## src/rtl/seq_decoder_pkg.sv

```systemverilog
// seq_decoder_pkg
// Shared types and constants for the sequence decoder.
//   state_e     : controller states (IDLE, HOLD, SCAN)
//   DWELL_CNT_W : width of the scan dwell counter; covers DWELL values up to 255
package seq_decoder_pkg;

    typedef enum logic [1:0] {
        IDLE = 2'd0,
        HOLD = 2'd1,
        SCAN = 2'd2
    } state_e;

    localparam int DWELL_CNT_W = 8;

endpackage

```

## src/rtl/seq_decoder_onehot_dec.sv

```systemverilog
// onehot_dec
// Purely combinational index-to-one-hot decoder.
// Ports:
//   idx_i    : ADDR_W-bit index of the bit to assert
//   en_i     : 1 asserts bit idx_i, 0 forces the output to all zero
//   onehot_o : 2**ADDR_W-bit one-hot (or all-zero) result
module onehot_dec #(
    parameter int ADDR_W = 2
) (
    input  logic [ADDR_W-1:0]      idx_i,
    input  logic                   en_i,
    output logic [2**ADDR_W-1:0]   onehot_o
);

    localparam int OUT_W = 2**ADDR_W;

    // A single shifted bit keeps the result one-hot by construction.
    always_comb begin
        onehot_o = '0;
        if (en_i) begin
            onehot_o = OUT_W'(1) << idx_i;
        end
    end

endmodule

```

## src/rtl/seq_decoder.sv

```systemverilog
// seq_decoder
// Registered address decoder with a direct command path and an optional
// walking one-hot scan mode.
// Build option: define SEQ_DECODER_SCAN_EN to include the SCAN state, the
// dwell counter and the scan_start/scan_stop controls. Without it the scan
// inputs are ignored, busy is 0 and cmd_ready is 1.
// Ports:
//   clk        : rising-edge clock
//   rst_n      : asynchronous active-low reset
//   cmd_valid  : direct command offered
//   cmd_ready  : command accepted this cycle when high together with cmd_valid
//   cmd_addr   : output index selected by the command
//   cmd_enable : 1 drives the selected output, 0 clears all outputs
//   scan_start : single-cycle pulse entering scan mode
//   scan_stop  : single-cycle pulse leaving scan mode
//   out        : registered one-hot or all-zero decode result
//   addr_out   : index of the asserted bit, 0 when out is zero
//   busy       : high while scanning
module seq_decoder
    import seq_decoder_pkg::*;
#(
    parameter int ADDR_W = 2,
    parameter int DWELL  = 4
) (
    input  logic                  clk,
    input  logic                  rst_n,
    input  logic                  cmd_valid,
    output logic                  cmd_ready,
    input  logic [ADDR_W-1:0]     cmd_addr,
    input  logic                  cmd_enable,
    input  logic                  scan_start,
    input  logic                  scan_stop,
    output logic [2**ADDR_W-1:0]  out,
    output logic [ADDR_W-1:0]     addr_out,
    output logic                  busy
);

    localparam int OUT_W = 2**ADDR_W;

    state_e              state_q;
    logic [OUT_W-1:0]    out_q;
    logic [ADDR_W-1:0]   addr_q;

    logic [ADDR_W-1:0]   dec_idx_d;
    logic                dec_en_d;
    logic [OUT_W-1:0]    dec_onehot;
    logic [ADDR_W-1:0]   addr_d;
    logic                cmd_accept;

    // The decoder sees the next index/enable, so out_q is loaded straight
    // from its one-hot result and can never hold more than one set bit.
    onehot_dec #(
        .ADDR_W (ADDR_W)
    ) u_onehot_dec (
        .idx_i    (dec_idx_d),
        .en_i     (dec_en_d),
        .onehot_o (dec_onehot)
    );

    // addr_out follows out: zero whenever nothing is asserted.
    assign addr_d   = dec_en_d ? dec_idx_d : '0;
    assign out      = out_q;
    assign addr_out = addr_q;

`ifdef SEQ_DECODER_SCAN_EN

    localparam logic [DWELL_CNT_W-1:0] DWELL_LAST = DWELL_CNT_W'(DWELL - 1);

    logic [DWELL_CNT_W-1:0] cnt_q;
    logic                   dwell_done;

    // scan_start takes priority over a coincident command, so the handshake
    // is withheld in that cycle as well as throughout SCAN.
    assign cmd_ready  = (state_q != SCAN) && !scan_start;
    assign cmd_accept = cmd_valid && cmd_ready;
    assign busy       = (state_q == SCAN);
    assign dwell_done = (cnt_q == DWELL_LAST);

    // Next decode selection. In SCAN the index advances on the last dwell
    // cycle; the ADDR_W-bit add wraps to 0 with no gap. scan_stop wins
    // over scan_start while scanning because scan_start is ignored there.
    always_comb begin
        dec_idx_d = addr_q;
        dec_en_d  = 1'b0;
        case (state_q)
            SCAN: begin
                if (!scan_stop) begin
                    dec_en_d = 1'b1;
                    if (dwell_done) begin
                        dec_idx_d = addr_q + ADDR_W'(1);
                    end
                end
            end
            default: begin
                if (scan_start) begin
                    dec_idx_d = '0;
                    dec_en_d  = 1'b1;
                end else if (cmd_accept) begin
                    dec_idx_d = cmd_addr;
                    dec_en_d  = cmd_enable;
                end else begin
                    dec_en_d  = (state_q == HOLD);
                end
            end
        endcase
    end

    // Controller state, registered outputs and dwell counter.
    always_ff @(posedge clk or negedge rst_n) begin
        if (!rst_n) begin
            state_q <= IDLE;
            out_q   <= '0;
            addr_q  <= '0;
            cnt_q   <= '0;
        end else begin
            out_q  <= dec_onehot;
            addr_q <= addr_d;
            case (state_q)
                SCAN: begin
                    if (scan_stop) begin
                        state_q <= IDLE;
                        cnt_q   <= '0;
                    end else if (dwell_done) begin
                        cnt_q   <= '0;
                    end else begin
                        cnt_q   <= cnt_q + DWELL_CNT_W'(1);
                    end
                end
                default: begin
                    cnt_q <= '0;
                    if (scan_start) begin
                        state_q <= SCAN;
                    end else if (cmd_accept) begin
                        state_q <= cmd_enable ? HOLD : IDLE;
                    end
                end
            endcase
        end
    end

`else

    localparam int unused_dwell = DWELL;

    logic unused_scan;

    assign unused_scan = scan_start ^ scan_stop;
    assign cmd_ready   = 1'b1;
    assign cmd_accept  = cmd_valid;
    assign busy        = 1'b0;

    // Without scanning, only commands change the decode; otherwise HOLD
    // re-asserts the stored index and IDLE keeps everything cleared.
    always_comb begin
        dec_idx_d = addr_q;
        dec_en_d  = (state_q == HOLD);
        if (cmd_accept) begin
            dec_idx_d = cmd_addr;
            dec_en_d  = cmd_enable;
        end
    end

    // Controller state and registered outputs.
    always_ff @(posedge clk or negedge rst_n) begin
        if (!rst_n) begin
            state_q <= IDLE;
            out_q   <= '0;
            addr_q  <= '0;
        end else begin
            out_q  <= dec_onehot;
            addr_q <= addr_d;
            if (cmd_accept) begin
                state_q <= cmd_enable ? HOLD : IDLE;
            end
        end
    end

`endif

endmodule

```

## config.mk

```make
export PLATFORM = sky130hd
export DESIGN_NAME = seq_decoder
export DESIGN_NICKNAME = d
export VERILOG_FILES = /design/src/rtl/seq_decoder_pkg.sv /design/src/rtl/seq_decoder_onehot_dec.sv /design/src/rtl/seq_decoder.sv
export SDC_FILE = /design/constraint.sdc
export NUM_CORES = 1
export LEC_CHECK = 0
export BUFFER_PORTS_ARGS = -buffer_cell sky130_fd_sc_hd__buf_2
export CORE_AREA = 8 8 45 47
export CTS_CLUSTER_SIZE = 16
export DETAILED_ROUTE_END_ITERATION = 12
export DIE_AREA = 0 0 53 55
export SYNTH_ARGS = -nofsm -noshare
export SYNTH_HDL_FRONTEND = slang
export SYNTH_SLANG_ARGS = --single-unit
```

## constraint.sdc

```tcl
create_clock -name clk -period 1.09 [get_ports clk]
set_input_delay 0.109 -clock clk [delete_from_list [all_inputs] [get_ports clk]]
set_output_delay 0.109 -clock clk [all_outputs]
set_load 0.005 [all_outputs]
```

; ---- After elaboration in Yosys (flattened, before gate mapping)
; Cells that the tools add are included.
[totals]
in_bits = 8
word_cells = 10
regBits = 8
[op_classes]
mux = 5
n_eq_ne = 1
shifts = 1
[ops]
columns = operator, count
row1 = 2-bit 2-to-1 mux, 2
row2 = 4-bit 2-to-1 mux, 1
row3 = "1-bit by 2-bit left shift with 4-bit output, first input constant", 1
row4 = "2-bit by 1-bit == test with 1-bit output, second input constant", 1
row5 = 1-bit 2-to-1 mux, 2

; ---- Depth between registers and ports, before layout
; Gate-level depths: netlist of run 1.
[logic_depth]
word_depth = 3
ltp_mapped = 2
ltp_nobuf = 2

; ---- Modules after synthesis
; A second synthesis of run 1 with hierarchy kept.
[hier_totals]
cells_unflattened = 25
hier_area_um2 = 319.1
[modules_own_cells]
columns = module, seq_area_each_um2, n_inst, cells_each, area_each_um2
row1 = seq_decoder, 175.2, 1, 21, 281.5
row2 = onehot_dec, 0.0, 1, 4, 37.5

; ---- Worst setup path before layout of run 1
; No wires, ideal clock.
[synth_timing]
path_kind = reg2reg
startpoint = reg state_q[0]
endpoint = reg addr_q[1] (netlist: addr_out[1])
arrival_ns = 0.770
setup_slack_ns = 0.198
stages_incl_launch_ff = 3
setup_time_ns = 0.122
synth_period_minus_slack_ns = 0.892
path_cell_list = dfrtp_1 -> mux2_4 -> a21boi_2
[synth_between]
elab_chain_cells = 3
[synth_lines]
columns = item, line_no
row1 = "start, declared", seq_decoder.sv:40  ; state_e state_q;
row2 = "start signal, assigned", seq_decoder.sv:173  ; state_q <= cmd_enable ? HOLD : IDLE;
row3 = 2-bit by 1-bit == test with 1-bit output, seq_decoder.sv:156  ; dec_en_d = (state_q == HOLD);
row4 = 1-bit 2-to-1 mux, seq_decoder.sv:157  ; if (cmd_accept) begin
row5 = 2-bit 2-to-1 mux, seq_decoder.sv:61  ; assign addr_d = dec_en_d ? dec_idx_d : '0;
row6 = net addr_d[1], seq_decoder.sv:47  ; logic [ADDR_W-1:0] addr_d;
row7 = "end signal, assigned", seq_decoder.sv:171  ; addr_q <= addr_d;
row8 = "end, declared", seq_decoder.sv:42  ; logic [ADDR_W-1:0] addr_q;
; The timed path passes the listed nets, and every way through them passes these cells.
; A chain may end at the register's enable or synchronous reset.

; ---- Worst setup path after layout of run 1
; Ends and elaborated chain as after synthesis.

==> results of run 1 <==
==> power breakdown <==
group          leakage, nW  internal [mW]  switching (mW)
Combinational       0.0933         0.0365          0.0366
Sequential          0.0922          0.277         0.00862
Clock               0.0150          0.140          0.0951
==> area by class of cell <==
cell class              count  area [sq um]
clock buffers               4         26.28
repair buffers             12         65.06
multi-input cells          17         110.1
well taps                  16         20.02
fillers                   154         987.2
flip-flops and latches      7         175.2
==> registers in the layout, summed over array words and instances, names as in the netlist <==
name,flops
addr_out,2
out,4
state_q,1
==> metal layers <==
metal | global-route usage | share of wire | up-vias
met4 | 0.05172 | 0 | 0
met2 | 0.06836 | 0.44 | 13
li1 | - | - | 115
met5 | 0 | 0 | -
met3 | 0.05882 | 0.14 | 0
met1 | 0.05247 | 0.41 | 108
==> how the worst max path moves through the flow <==
stage                           start           to  slack, ns  cells past startpoint
after floorplan            state_q[0]  addr_out[1]       0.20                      2
after global placement     state_q[0]  addr_out[1]       0.17                      2
after detailed placement   state_q[0]  addr_out[1]       0.17                      2
after CTS                  state_q[0]  addr_out[1]       0.16                      2
after global routing      addr_out[1]  addr_out[1]       0.13                      1
final                      state_q[0]  addr_out[1]       0.16                      2
==> Yosys cell counts <==
cell type	count	area share
o22ai_1	2	0.042
nand3_1	1	0.017
o32ai_1	2	0.058
a21boi_2	1	0.037
dfrtp_1	7	0.58
nand2b_1	4	0.083
mux2_4	1	0.050
nand2_1	3	0.037
conb_1	2	0.025
buf_4	2	0.050
o21ai_0	1	0.017
==> kinds of logic after synthesis <==
kind of cell    count (synthesis)  share of synthesized area
compound gates                  6                     0.1542
buf+inv                         2                    0.04999
other cells                     2                    0.02501
simple gates                    8                     0.1375
flops                           7                     0.5833
mux                             1                    0.04999
==> worst max-delay path, stage by stage (launching register included) <==
cell and delay (ns):
dfrtp_1 0.39, mux2_4 0.28, a21boi_2 0.15
==> per-stage QoR <==
step | power (mW) | hold slack [ns] | cells | util
floorplan | 0.3280 | -0.1866 | 26 | -
global placement | 0.3594 | -0.05378 | 51 | 0.2604
detailed placement | 0.3607 | -0.05124 | 51 | 0.2604
CTS | 0.6055 | 0.1345 | 56 | 0.2866
global route | 0.6397 | 0.1277 | 56 | 0.2866
finish | 0.5933 | 0.1411 | 56 | 0.2866
==> timing repair <==
| item | 4_1_cts | 5_1_grt |
|---|---|---|
| resized for setup | 0 | 0 |
| endpoints found under the hold margin | 7 | 0 |
| hold buffers | 1 | 0 |
==> run summary, run 1 <==
Die Width: 53 microns
Via density: 4.214
CTS Sinks: 7
Clock skew: 0.0007420 ns
Initial Util: 0.2170
DRT Pass-1 Iters: 4
Vias: 236
Path depth of the worst reg2reg path: 2
Maximum VDD drop: 0.4827 mV
Hold Path Stages: 2
Initial antenna violation count: 0
Most frequent cells in the layout: buf_2 (11), dfrtp_1 (7), nand2b_1 (4)
WL per Instance: 11.71 microns
Nets@finish: 49
Clock root buffer: clkbuf_4
Worst-path clk slew: 0.05 ns
Reg2Reg Setup Slack: 0.16 ns
Part of the cycle the worst path needs: 0.8513
First-pass GRT wire length: 1076 microns
CP Launch Type: flop
Die Footprint: 2915 sq um
Clock Path Buffers: 2
Final setup TNS: 0 ns
Crit. End Element: flop
Reg-to-Reg End: addr_out[1]
Final ANT Viol Nets: 0
Row cnt: 14
Chip height: 55 microns
Final setup viols: 0
Routability-driven placement congestion ratio: 0.7791
Syn nets: 34
FF+latch count, synth: 7
Vias in the first global route: 242
Synthesis Warnings: 0
HP Class: in -> reg
Worst EP required: 1.22 ns
Detail Placement HPWL: 493.8 microns
Status: finished clean
Final hold vios: 0
Core ar.: 1384 sq um
Origin of the worst min-delay path: cmd_enable
DRC: 0
Hold Path End: state_q[0]
I/O pin total: 16
Initial DRC Count: 7
Final WS setup: 0.1620 ns
Num CTS Buffers: 3
Area delta synth->final: 32.08%
Lkg Pwr: 0.2005 nW
Clk_lat worst skew: 0.25 ns
Post-synthesis sequential area ratio: 0.5833
Post-CTS Setup Bufs: 0
Setup CP Type: reg -> reg
Pre-CTS setup slack: 0.1691 ns
Remaining Overflow, GRT: 0
H-tree Lvls: 1
Critical Path AT: 1.06 ns
Maximum capacitance violations: 0
CTS tree: built
Synth Area per Inst: 11.55 sq um
RR Startpoint: state_q[0]
Fin area: 396.6 sq um
Largest net degree at the start of global routing: 9
Routed WL: 656 microns
Highest clock rate: 1.078 GHz
Tot GR Track Use: 0.05659
Synth cell types: 11
Mapped Cells: 26
ANT cells: 0
Worst Path Max Fanout: 3
Dpl cell area: 360.3 sq um
Pwr Density: 1496 nW/um^2
Port Buffers: 11
Slew Limit Fails: 0
RSZ-0062 raised after global routing: no
Min cycle time layout: 0.9280 ns
Post-Synthesis Cell Area: 300.3 sq um
Most common cell after layout, fill and taps aside: buf_2
Share of post-route cells with drive strength above 1: 0.4000
Note: power is estimated with default switching activity, not from simulation.
==> run 2: changes to the inputs <==
Settings changed: CELL_PAD_IN_SITES_DETAIL_PLACEMENT set to 1, CELL_PAD_IN_SITES_GLOBAL_PLACEMENT set to 1, PLACE_DENSITY_LB_ADDON set to 0.1.
==> run summary, run 2 (same netlist as run 1, synthesis figures left out) <==
Status: finished clean (unchanged)
Hold-fix buffers, CTS: 1 (unchanged)
Min cycle time layout: 0.9412 ns (was 0.9280 ns)
Slew Limit Fails: 0 (unchanged)
Initial Util: 0.2170 (unchanged)
Highest clock rate: 1.062 GHz (was 1.078 GHz)
Area delta synth->final: 32.08% (unchanged)
HP Class: in -> reg (unchanged)
CP Cell Sequence: mux2_4 > a21boi_2 (unchanged)
Most frequent cells in the layout: buf_2 (11), dfrtp_1 (7), nand2b_1 (4) (unchanged)
Num CTS Buffers: 3 (unchanged)
Dpl cell area: 360.3 sq um (unchanged)
Remaining Overflow, GRT: 0 (unchanged)
Share of post-route cells with drive strength above 1: 0.4000 (unchanged)
Final setup TNS: 0 ns (unchanged)
Post-CTS Resized: 0 (unchanged)
Largest net degree at the start of global routing: 9 (unchanged)
Clock root buffer: clkbuf_4 (unchanged)
Final Power: 0.5950 mW (was 0.5933 mW)
Final setup viols: 0 (unchanged)
Row cnt: 14 (unchanged)
Vias: 241 (was 236)
Critical Path AT: 1.08 ns (was 1.06 ns)
Worst Path Buf+Inv: 0 (unchanged)
Crit-path slowest cell: dfrtp_1 (unchanged)
Chip height: 55 microns (unchanged)
ANT cells: 0 (unchanged)
Post-CTS Setup Bufs: 0 (unchanged)
Core ar.: 1384 sq um (unchanged)
Setup CP Type: reg -> reg (unchanged)
Clk_lat worst skew: 0.25 ns (about the same)
CTS Sinks: 7 (unchanged)
Clock skew: 0.002291 ns (was 0.0007420 ns)
Tot GR Track Use: 0.06205 (was 0.05659)
Crit. End Element: flop (unchanged)
Final hold vios: 0 (unchanged)
Clock Path Buffers: 2 (unchanged)
WL per Instance: 12.80 microns (was 11.71 microns)
Lkg Pwr: 0.2005 nW (unchanged)
Initial DRC Count: 0 (was 7)
First-pass GRT wire length: 1207 microns (was 1076 microns)
Largest stage delay, worst path: 0.40 ns (was 0.39 ns)
CTS tree: built (unchanged)
Maximum VDD drop: 0.5131 mV (was 0.4827 mV)
Pre-CTS setup slack: 0.1573 ns (was 0.1691 ns)
Part of the cycle the worst path needs: 0.8635 (was 0.8513)
DRC: 0 (unchanged)
Die Width: 53 microns (unchanged)
Die Footprint: 2915 sq um (unchanged)
Final ANT Viol Nets: 0 (unchanged)
H-tree Lvls: 1 (unchanged)
Most common cell after layout, fill and taps aside: buf_2 (unchanged)
RSZ-0062 raised after global routing: no (unchanged)
Port Buffers: 11 (unchanged)
Vias in the first global route: 289 (was 242)
Worst-path clk slew: 0.05 ns (about the same)
Crit path max-delay family: flip-flops (unchanged)
I/O pin total: 16 (unchanged)
Initial antenna violation count: 0 (unchanged)
Routed WL: 717 microns (was 656 microns)
Routability-driven placement congestion ratio: 0.7161 (was 0.7791)
Nets@finish: 49 (unchanged)
Via density: 4.304 (was 4.214)
Maximum capacitance violations: 0 (unchanged)
Fin area: 396.6 sq um (unchanged)
Final WS setup: 0.1488 ns (was 0.1620 ns)
DRT Pass-1 Iters: 1 (was 4)
Pwr Density: 1500 nW/um^2 (was 1496 nW/um^2)
Detail Placement HPWL: 563.8 microns (was 493.8 microns)
Final core occ: 0.2866 (unchanged)
CP Launch Type: flop (unchanged)
Worst Path Max Fanout: 3 (unchanged)
Largest register FFs: 4 (unchanged)
Worst EP required: 1.22 ns (about the same)
-- run 2: cell counts in the layout (fill, tap and decap cells not counted) --
No cell type changed its count.
-- run 2: per-layer routing --
metal  GRT usage  vias up  wire (microns)
met3     0.01872        4              64
li1            -      116               -
met1     0.05393      107             293
met5           0        -               0
met4      0.1034        0              47
met2     0.09180       14             311
-- run 2: worst paths after layout --
path                        startpoint           to  slack (ns)  cells after the start
max                         state_q[0]  addr_out[1]        0.15                      2
min                         cmd_enable   state_q[0]        0.14                      2
max reg2reg                 state_q[0]  addr_out[1]        0.15                      2
min reg2reg                addr_out[1]       out[1]        0.52                      1
max in group asynchronous        rst_n  addr_out[1]        0.71                      2
min in group asynchronous        rst_n   state_q[0]        0.22                      2
-- run 2: area by class of cell --
class	instances	area, sq um
clock buffer	4	26.28
fill	166	987.2
multi-input combinational	17	110.1
sequential	7	175.2
tap	16	20.02
timing repair buffer	12	65.06
-- run 2: where the power goes --
group / switching, mW / total [mW] / internal, mW
Clock: 0.0957 / 0.235 / 0.140
Combinational: 0.0375 / 0.0740 / 0.0365
Sequential: 0.00865 / 0.286 / 0.277
Total: 0.142 / 0.595 / 0.453
-- run 2: worst register-to-register path, stage by stage, from the launching register on --
cell and delay (ns):
dfrtp_1 0.40, mux2_4 0.28, a21boi_2 0.15
-- run 2: stage by stage --
stage | cells | hold slack, ns
final | 56 | 0.1419
after global routing | 56 | 0.1482
after CTS | 56 | 0.1353
after detailed placement | 51 | -0.04779
after global placement | 51 | -0.05260
after floorplan | 26 | -0.1866
==> run 3: changes to the inputs <==
Settings changed: RECOVER_POWER set to 50.
==> run summary, run 3 (same netlist as run 1, synthesis figures left out) <==
Crit. End Element: flop (unchanged)
DRT Pass-1 Iters: 1 (unchanged)
DRC: 0 (unchanged)
Chip height: 55 microns (unchanged)
Die Width: 53 microns (unchanged)
Final setup TNS: 0 ns (unchanged)
Worst Path Max Fanout: 3 (unchanged)
CTS tree: built (unchanged)
Hold Path Stages: 2 (unchanged)
Final setup viols: 0 (unchanged)
CTS Sinks: 7 (unchanged)
Fill cells: 167 (was 166)
Finished Layout Cells: 56 (unchanged)
Largest net degree at the start of global routing: 9 (unchanged)
Maximum capacitance violations: 0 (unchanged)
Remaining Overflow, GRT: 0 (unchanged)
Switch Pwr: 0.1417 mW (was 0.1418 mW)
ANT cells: 0 (unchanged)
Clock power frac: 0.398 (was 0.396)
Vias: 240 (was 241)
Largest stage delay, worst path: 0.40 ns (about the same)
Critical Path AT: 1.11 ns (was 1.08 ns)
Port Buffers: 11 (unchanged)
Crit path max-delay family: flip-flops (unchanged)
Worst Path Buf+Inv: 0 (unchanged)
Highest clock rate: 1.025 GHz (was 1.062 GHz)
Post-CTS Resized: 0 (unchanged)
Initial antenna violation count: 0 (unchanged)
Worst EP required: 1.22 ns (about the same)
Clock root buffer: clkbuf_4 (unchanged)
H-tree Lvls: 1 (unchanged)
Logic pwr share: 0.119 (was 0.124)
Final hold vios: 0 (unchanged)
Part of the cycle the worst path needs: 0.8949 (was 0.8635)
Detail Placement HPWL: 563.8 microns (unchanged)
First-pass GRT wire length: 1207 microns (unchanged)
Setup CP Type: reg -> reg (unchanged)
Pwr Density: 1509 nW/um^2 (was 1500 nW/um^2)
Maximum VDD drop: 0.5133 mV (was 0.5131 mV)
Largest register FFs: 4 (unchanged)
Pre-CTS setup slack: 0.1573 ns (unchanged)
Initial Util: 0.2170 (unchanged)
Final WS setup: 0.1146 ns (was 0.1488 ns)
Crit-path slowest cell: dfrtp_1 (unchanged)
Pint: 0.4495 mW (was 0.4531 mW)
Most common cell after layout, fill and taps aside: buf_2 (unchanged)
Dpl cell area: 360.3 sq um (unchanged)
Tot GR Track Use: 0.06205 (unchanged)
Share of post-route cells with drive strength above 1: 0.3500 (was 0.4000)
Sequential share of power: 0.483 (was 0.480)
Net Sw Frac: 0.2397 (was 0.2384)
Routability-driven placement congestion ratio: 0.7161 (unchanged)
Routed WL: 718 microns (was 717 microns)
Core ar.: 1384 sq um (unchanged)
Path depth of the worst reg2reg path: 2 (unchanged)
Final ANT Viol Nets: 0 (unchanged)
Min cycle time layout: 0.9754 ns (was 0.9412 ns)
Clock skew: 0.002291 ns (about the same)
CP Cell Sequence: mux2_1 > a21boi_2 (was mux2_4 > a21boi_2)
Row cnt: 14 (unchanged)
Post-CTS Setup Bufs: 0 (unchanged)
Via density: 4.286 (was 4.304)
Die Footprint: 2915 sq um (unchanged)
WL per Instance: 12.82 microns (was 12.80 microns)
Clock Path Buffers: 2 (unchanged)
Status: finished clean (unchanged)
Vias in the first global route: 289 (unchanged)
Area delta synth->final: 30.42% (was 32.08%)
Critical Path Stages: 2 (unchanged)
I/O pin total: 16 (unchanged)
CP Launch Type: flop (unchanged)
Slew Limit Fails: 0 (unchanged)
Most frequent cells in the layout: buf_2 (10), dfrtp_1 (7), nand2b_1 (4) (was buf_2 (11), dfrtp_1 (7), nand2b_1 (4))
Num CTS Buffers: 3 (unchanged)
Initial DRC Count: 0 (unchanged)
Dpl cells: 51 (unchanged)
RSZ-0062 raised after global routing: no (unchanged)
Lkg Pwr: 0.1935 nW (was 0.2005 nW)
Fin area: 391.6 sq um (was 396.6 sq um)
Clk_lat worst skew: 0.25 ns (about the same)
Worst-path clk slew: 0.05 ns (about the same)
Nets@finish: 49 (unchanged)
HP Class: in -> reg (unchanged)
[run 3: cell count changes in the layout (fill, tap and decap cells not counted)]
cell      previous run  this run
buf_2               11        10
clkbuf_1             1         2
mux2_1               0         1
mux2_4               1         0
[run 3: power by group through the flow]
stage / clock [mW] / sequential (mW) / combinational (mW)
after detailed placement: 0 / 0.290 / 0.0727
after global routing: 0.255 / 0.287 / 0.0786
after CTS: 0.250 / 0.286 / 0.0757
final: 0.235 / 0.286 / 0.0701
after floorplan: 0 / 0.291 / 0.0368
after global placement: 0 / 0.290 / 0.0726
[run 3: stage by stage]
step / total power, mW / hold WS, ns / utilization
floorplan: 0.3280 / -0.1866 / -
global placement: 0.3621 / -0.05260 / 0.2604
detailed placement: 0.3628 / -0.04779 / 0.2604
CTS: 0.6118 / 0.1353 / 0.2866
global route: 0.6215 / 0.1539 / 0.2830
finish: 0.5912 / 0.1459 / 0.2830
[run 3: final timing paths]
check / from / slack, ns / to
min in group asynchronous: rst_n / 0.28 / state_q[0]
hold reg to reg: addr_out[1] / 0.52 / out[1]
hold / removal: cmd_enable / 0.15 / state_q[0]
setup / recovery: state_q[0] / 0.11 / addr_out[1]
max in group asynchronous: rst_n / 0.53 / addr_out[1]
setup reg to reg: state_q[0] / 0.11 / addr_out[1]
[run 3: cell type report]
type                    count  area, sq um  share of cell area
clock buffers               4        26.28             0.06709
well taps                  16        20.02             0.05112
multi-input cells          17        106.4              0.2716
repair buffers             12        63.81              0.1629
flip-flops and latches      7        175.2              0.4473
[run 3: repair_timing]
action	in CTS	in global routing
endpoints found under the hold margin	7	0
hold buffers	1	0
endpoints found under the setup margin	0	0
[run 3: routing by layer]
metal,vias up,GRT usage,wire length (microns)
met3,4,0.01872,64
met5,-,0,0
met2,14,0.09180,314
met1,107,0.05393,292
li1,115,-,-
met4,0,0.1034,47
[run 3: worst register-to-register path: cells and delay by family, from the launching register on]
kind / cells / cell delay [ns]
multiplexers: 1 / 0.31
flip-flops: 1 / 0.40
AO/OA/AOI/OAI: 1 / 0.16
